==> config.mk <==
export PLATFORM = sky130hd
export DESIGN_NAME = mem_access_stage
export DESIGN_NICKNAME = d
export VERILOG_FILES = /design/src/rtl/mem_access_stage.sv
export SDC_FILE = /design/constraint.sdc
export NUM_CORES = 1
export LEC_CHECK = 0
export ABC_AREA = 1
export CORE_UTILIZATION = 39
export CTS_CLUSTER_SIZE = 40
export DETAILED_ROUTE_END_ITERATION = 8
export GPL_ROUTABILITY_DRIVEN = 0
export GPL_TIMING_DRIVEN = 0
export PLACE_DENSITY_LB_ADDON = 0.05
export RECOVER_POWER = 25
export SLEW_MARGIN = 20
export SYNTH_ARGS = -nofsm -noshare
export SYNTH_HDL_FRONTEND = slang
export SYNTH_SLANG_ARGS = --single-unit
==> constraint.sdc <==
create_clock -name iClk -period 4 [get_ports iClk]
set_clock_uncertainty 0.2 [all_clocks]
set_input_delay 0.6 -clock iClk [delete_from_list [all_inputs] [get_ports iClk]]
set_output_delay 0.6 -clock iClk [all_outputs]
set_load 0.03 [all_outputs]
==> src/rtl/mem_access_stage.sv <==
// Memory-access pipeline stage: issues loads/stores to the data bus with
// byte-lane steering, holds the request until ack, forwards register
// results to writeback, and aligns/extends returned load data.
//
// Handshake: an ALU result transfers on a rising edge where iValid & oReady
// are both high; oReady is high exactly when the stage is IDLE, and the
// producer must hold its fields stable while iValid is high and oReady low.
module mem_access_stage #(
  parameter int cXLEN     = 32,
  parameter int cRegAddrW = 5
) (
  input  logic                 iClk,
  input  logic                 iRst,
  input  logic                 iValid,
  output logic                 oReady,
  input  logic                 iMemRead,
  input  logic                 iMemWrite,
  input  logic [2:0]           iOpType,
  input  logic [cXLEN-1:0]     iAddr,
  input  logic [cXLEN-1:0]     iWrData,
  input  logic [cRegAddrW-1:0] iRdAddr,
  input  logic                 iRegDv,
  input  logic [cRegAddrW-1:0] iRegAddr,
  input  logic [cXLEN-1:0]     iRegData,
  output logic                 oMemReq,
  output logic                 oMemWe,
  output logic [cXLEN-1:0]     oMemAddr,
  output logic [3:0]           oMemBe,
  output logic [cXLEN-1:0]     oMemWrData,
  input  logic                 iMemAck,
  input  logic [cXLEN-1:0]     iMemRdData,
  output logic                 oWbDv,
  output logic [cRegAddrW-1:0] oWbAddr,
  output logic [cXLEN-1:0]     oWbData,
  output logic                 oExcept,
  output logic                 oDbgState
);

  typedef enum logic {IDLE = 1'b0, BUSY = 1'b1} state_t;

  state_t                 state;
  logic [2:0]             ld_type;
  logic [1:0]             ld_lane;
  logic [cRegAddrW-1:0]   ld_rd;

  logic                   is_mem;
  logic                   op_legal;
  logic                   op_aligned;
  logic [3:0]             be_next;
  logic [cXLEN-1:0]       wdata_next;
  logic [cXLEN-1:0]       rd_shifted;
  logic [cXLEN-1:0]       ld_value;
  logic                   accept;

  assign oReady    = (state == IDLE);
  assign oDbgState = (state == BUSY);
  assign is_mem    = iMemRead | iMemWrite;
  assign accept    = iValid & oReady;

  // Decode legality, alignment, byte enables and steered store data of the incoming op
  always_comb begin
    op_legal   = 1'b0;
    op_aligned = 1'b1;
    be_next    = 4'b1111;
    wdata_next = '0;
    if (iMemRead && iMemWrite) begin
      op_legal = 1'b0;
    end else if (iMemRead) begin
      op_legal = (iOpType inside {3'b000, 3'b001, 3'b010, 3'b100, 3'b101});
    end else if (iMemWrite) begin
      op_legal = (iOpType inside {3'b000, 3'b001, 3'b010});
    end
    case (iOpType[1:0])
      2'b00: begin
        be_next = 4'b0001 << iAddr[1:0];
        if (iMemWrite) wdata_next = {4{iWrData[7:0]}};
      end
      2'b01: begin
        op_aligned = ~iAddr[0];
        be_next    = iAddr[1] ? 4'b1100 : 4'b0011;
        if (iMemWrite) wdata_next = {2{iWrData[15:0]}};
      end
      default: begin
        op_aligned = (iAddr[1:0] == 2'b00);
        be_next    = 4'b1111;
        if (iMemWrite) wdata_next = iWrData;
      end
    endcase
  end

  // Align the returned word to the addressed lane and sign/zero-extend it
  always_comb begin
    rd_shifted = iMemRdData >> {ld_lane, 3'b000};
    case (ld_type)
      3'b000:  ld_value = {{(cXLEN-8){rd_shifted[7]}}, rd_shifted[7:0]};
      3'b001:  ld_value = {{(cXLEN-16){rd_shifted[15]}}, rd_shifted[15:0]};
      3'b100:  ld_value = {{(cXLEN-8){1'b0}}, rd_shifted[7:0]};
      3'b101:  ld_value = {{(cXLEN-16){1'b0}}, rd_shifted[15:0]};
      default: ld_value = rd_shifted;
    endcase
  end

  // IDLE/BUSY controller with registered bus, writeback and exception outputs
  always_ff @(posedge iClk or posedge iRst) begin
    if (iRst) begin
      state      <= IDLE;
      oMemReq    <= 1'b0;
      oMemWe     <= 1'b0;
      oMemAddr   <= '0;
      oMemBe     <= '0;
      oMemWrData <= '0;
      oWbDv      <= 1'b0;
      oWbAddr    <= '0;
      oWbData    <= '0;
      oExcept    <= 1'b0;
      ld_type    <= '0;
      ld_lane    <= '0;
      ld_rd      <= '0;
    end else begin
      oWbDv   <= 1'b0;
      oExcept <= 1'b0;
      case (state)
        IDLE: begin
          if (accept) begin
            if (is_mem) begin
              if (op_legal && op_aligned) begin
                oMemReq    <= 1'b1;
                oMemWe     <= iMemWrite;
                oMemAddr   <= {iAddr[cXLEN-1:2], 2'b00};
                oMemBe     <= be_next;
                oMemWrData <= wdata_next;
                ld_type    <= iOpType;
                ld_lane    <= iAddr[1:0];
                ld_rd      <= iRdAddr;
                state      <= BUSY;
              end else begin
                oExcept <= 1'b1;
              end
            end else begin
              oWbDv   <= iRegDv & (iRegAddr != '0);
              oWbAddr <= iRegAddr;
              oWbData <= iRegData;
            end
          end
        end
        BUSY: begin
          if (iMemAck) begin
            oMemReq <= 1'b0;
            state   <= IDLE;
            if (!oMemWe) begin
              oWbDv   <= (ld_rd != '0);
              oWbAddr <= ld_rd;
              oWbData <= ld_value;
            end
          end
        end
        default: state <= IDLE;
      endcase
    end
  end

endmodule
* Word level (Yosys, flattened, before mapping) *
Index checks and enable logic that the tools add are counted.
Widths: inputs -> output; s select.

operators by class
  reductions and logical operators = 13
  shifts and indexed selects = 2
  bitwise gates (word level) = 5
  muxes and demuxes = 40
  eq/ne operators = 14

operator list
  kind                 number
  $mux 32              7
  $pmux 32 s2          2
  $pmux 32 s4          1
  $shr 32x5->32        1
  $mux 5               4
  $mux 1               19
  $reduce_bool 5->1    3
  $eq 3x3->1 const B   4
  $reduce_and 4->1     3
  $pmux 5 s2           1
  $pmux 1 s2           4
  $pmux 4 s2           1
  $eq 3x1->1 const B   2
  $logic_not 3->1      2
  $ne 2x1->1 const B   3
  $ne 2x2->1 const B   3
  $logic_not 2->1      2
  $mux 4               1
  $shl 1x2->4 const A  1
  $eq 3x2->1 const B   1
  $reduce_bool 3->1    1
  $and 1x1->1          2
  $eq 2x1->1 const B   1
  $logic_and 1x1->1    2
  2 further kinds      3

storage, ports and cells
  output and inout port bits = 111
  logic and storage cells = 87
  bits of input ports = 148
  flip-flop bits (word level) = 118

* Logic depth before layout (Yosys ltp) *
  depth in word-level cells = 10
  depth in mapped cells = 10
  gate-level depth less buffers = 8

* Worst setup path before layout *
Ideal clock, no wire load.

  path kind = reg-to-output
  start = register state (netlist: oDbgState)
  end = output port oReady
  arrival = 1,123 ps
  required time = 3,200 ps
  path buffers = 1
  setup slack = 2,077 ps
  stages on the path, launching flop included = 3
  cell sequence = dfrtp_1 inv_2 clkbuf_1

between the ends
  longest elaborated chain between the ends = 1

ends and longest elaborated chain
  element                     RTL line  source
  start, declared             41        state_t state;
  start signal, assigned      106       state <= IDLE;
  start signal, assigned      135       state <= BUSY;
  start signal, assigned      149       state <= IDLE;
  $not 1->1 (no source line)  -
  end, declared               15        output logic oReady,

Every way passes these cells.

* Worst setup path in the final report *
Same ends and word-level chain as after synthesis.

==> flow_summary.json <==
{
  "run_status": "complete, but fails checks",
  "failed_checks": "capacitance limit, slew limit",
  "max_freq_mhz": 335,
  "number_of_distinct_library_cells_after_synthesis": 22,
  "synth_seq_area_share": 0.483,
  "tritoncts": "built",
  "grt_util_met3": 0.0724,
  "clk-insertion-delay-late_ps": 420,
  "whs_endpoint": "oMemAddr[12]",
  "finalCoreUtilization": 0.631,
  "numClockSinks": 118,
  "via_per_inst": 4.81,
  "ir_drop_uv": 341,
  "chipWidth_um": 127,
  "layout.cells.most_common": "sky130_fd_sc_hd__nand2_1",
  "ctsRootBufferMaster": "sky130_fd_sc_hd__clkbuf_16",
  "die_height_um": 127,
  "pwr-share-comb": 0.396,
  "synth_top_area_cells": "sky130_fd_sc_hd__dfrtp_1, sky130_fd_sc_hd__nand2_1, sky130_fd_sc_hd__nor2_1, sky130_fd_sc_hd__nand3_1, sky130_fd_sc_hd__o21ai_0",
  "path_max_fanout": 10,
  "clockBufferDepth": 2,
  "net-switching-power_uw": 2090,
  "fin_crit_ps": 2990,
  "netlist_area_um2": 6110,
  "post_synth.cell_area_avg_um2": 7.04,
  "total_leakage_power_uw": 0.00465,
  "drt_first_pass_iters": 5,
  "remaining_drc_errors": 0,
  "global_route.usage.met1": 0.326,
  "cts-resized-gates": 0,
  "hold_path_depth": 2,
  "routedWlPerCell_um": 15.0,
  "global_routing_s_busiest_layer": "met2",
  "totalNegativeSetupSlack_ps": 0,
  "power_density_nw_per_um2": 587,
  "timing.hold.worst.start": "oMemAddr[12]",
  "power_frac_clock": 0.303,
  "multiInputGateArea_um2": 2760,
  "floorplan.die_area_um2": 16200,
  "actual_transition_at_the_worst_max_transition_pin_ps": 2210,
  "timing.final.max_slew_violations": 47,
  "max_cap_viol_count": 1,
  "hold_class": "reg -> reg",
  "layout_area_overhead_pct": 57.5,
  "rsz0062_at_grt": "false",
  "ys_warn_count": 0,
  "antenna_cells_inserted": 0,
  "category_of_the_critical_setup_timing_path": "reg -> out",
  "rows": 45,
  "cts-buffers-inserted": 17,
  "synth.top_cell.area_share": 0.483,
  "mostFrequentLayoutCells": "sky130_fd_sc_hd__nand2_1, sky130_fd_sc_hd__clkdlybuf4s50_1, sky130_fd_sc_hd__dfrtp_1",
  "maxSlewHeadroom": -0.482,
  "cts.hold.buffers_added": 0,
  "internal_power_uw": 3560,
  "cp_data_arrival_time_ps": 2190,
  "power.switching_fraction": 0.370,
  "grt_pass1_vias": 6313,
  "post_cts.repair.setup_buffers": 0,
  "setup_violations": 0,
  "worst-r2r-cell-count": 6,
  "ctsHtreeMaxLevel": 4,
  "gr-usage-met2": 0.419,
  "initialDrtViolationCount": 357,
  "seqCellArea_um2": 2950,
  "num_vias": 6585,
  "drtAntennaViolNets": 0,
  "initial_antenna_violation_count": 0,
  "worst_ep_required_time_ps": 3200,
  "globalRouteTotalUtil": 0.258,
  "filler_cell_count": 1349,
  "finalHoldViolCount": 0,
  "hpwlAfterDp_um": 15400,
  "final_min_period_over_clock_period": 0.746,
  "design.portCount": 259,
  "post_synthesis_sequential_element_count": 118,
  "clkSlewWorstSetupHoldPaths_ps": 50,
  "global_route_congestion_overflow_total": 0,
  "crit-reg2reg-launch": "oDbgState",
  "wl_um": 20600,
  "initial_utilization": 0.400,
  "p_seq_frac": 0.302,
  "grt_start_max_net_pins": 73,
  "finish.net_count": 1293,
  "critical_path.endpoint_type": "output port",
  "hold-worst-slack_ps": 267,
  "critical_path.reg2reg.endpoint": "oMemWrData[0]",
  "post_synth_inst_count": 868,
  "number_of_buffers_inserted_by_port_buffering": 256,
  "netlist.top_cell.by_area": "sky130_fd_sc_hd__dfrtp_1",
  "core-area_um2": 15300,
  "launching_element_type_of_the_critical_path": "flop",
  "grt_pass1_wl_um": 32200,
  "ff2ff_setup_slack_ps": 2130,
  "final_layout_size_suffix_gt1_frac": 0.0630
}
[final cells by class]
class,count,share of cell area
flip-flops and latches,118,0.307
multi-input cells,664,0.287
repair buffers,257,0.269
well taps,211,0.0274
clock buffers,20,0.0475
plain buffers,53,0.0283
inverters,34,0.0134
clock inverters,12,0.0205
[cells in the mapped netlist]
cell type and n:
sky130_fd_sc_hd__inv_1 32, sky130_fd_sc_hd__nand4_1 1, sky130_fd_sc_hd__a21oi_1 27, sky130_fd_sc_hd__nand3_1 81, sky130_fd_sc_hd__nand2_1 360, sky130_fd_sc_hd__nor2_2 3
sky130_fd_sc_hd__nand2_2 2, sky130_fd_sc_hd__o21ai_0 64, sky130_fd_sc_hd__inv_2 1, sky130_fd_sc_hd__o31ai_1 2, sky130_fd_sc_hd__buf_4 5, sky130_fd_sc_hd__buf_6 3
sky130_fd_sc_hd__buf_1 1, sky130_fd_sc_hd__o211ai_1 7, sky130_fd_sc_hd__buf_2 26, sky130_fd_sc_hd__clkinv_1 1, sky130_fd_sc_hd__nor2_1 111, sky130_fd_sc_hd__clkbuf_1 18
sky130_fd_sc_hd__o21ai_1 1, sky130_fd_sc_hd__conb_1 1, sky130_fd_sc_hd__dfrtp_1 118, sky130_fd_sc_hd__nor3_1 3
[critical path, stage by stage (launching register included)]
cell                              delay [ps]
sky130_fd_sc_hd__dfrtp_1                 440
sky130_fd_sc_hd__inv_2                   150
sky130_fd_sc_hd__clkbuf_1                410
sky130_fd_sc_hd__clkdlybuf4s50_1         770
[how the worst max path moves through the flow]
stage                     startpoint             to  slack, ps  cells past startpoint
after floorplan                 iRst     ld_lane[0]         70                      1
after global placement          iRst     oWbData[9]      -1830                      2
after detailed placement   iMemWrite  oMemWrData[7]       1200                      8
after CTS                  oDbgState         oReady        970                      3
after global routing       oDbgState         oReady        910                      3
final                      oDbgState         oReady       1010                      3
[per-stage QoR]
step	total power (µW)	setup WS [ps]	instance area [µm²]	cells
after detailed placement	3960	1200	8970	1337
after floorplan	2960	70.9	6110	869
after CTS	5690	970	9630	1369
final	5650	1010	9620	1369
after global placement	3940	-1830	8940	1336
after global routing	5930	910	9620	1369
[per-layer routing]
metal	share of wire	wire, µm	up-vias
li1	-	-	3311
met5	0	0	-
met3	0.072	1480	32
met4	0.022	459	0
met1	0.44	9010	3003
met2	0.47	9630	239
[power groups by stage]
| stage | registers (µW) | clock network (µW) | logic, µW |
|---|---|---|---|
| 2_1_floorplan | 2300 | 0 | 657 |
| 3_3_place_gp | 1720 | 0 | 2220 |
| 5_1_grt | 1750 | 1780 | 2400 |
| 6_report | 1710 | 1710 | 2240 |
| 3_5_place_dp | 1720 | 0 | 2240 |
| 4_1_cts | 1710 | 1730 | 2250 |
[logic make-up after synthesis]
group                  synth area share
AND/OR/NAND/NOR                   0.364
flip-flops                        0.483
AO/OA/AOI/OAI                    0.0864
buffers and inverters            0.0655
other                          0.000614
[registers in the layout (all words and copies together) (netlist names)]
name / flops
oMemWrData: 32
oWbData: 32
oMemAddr: 30
ld_rd: 5
oWbAddr: 5
oMemBe: 4
ld_type: 3
ld_lane: 2
oDbgState: 1
oExcept: 1
oMemReq: 1
oMemWe: 1
oWbDv: 1
(Power assumes the default switching activity.)
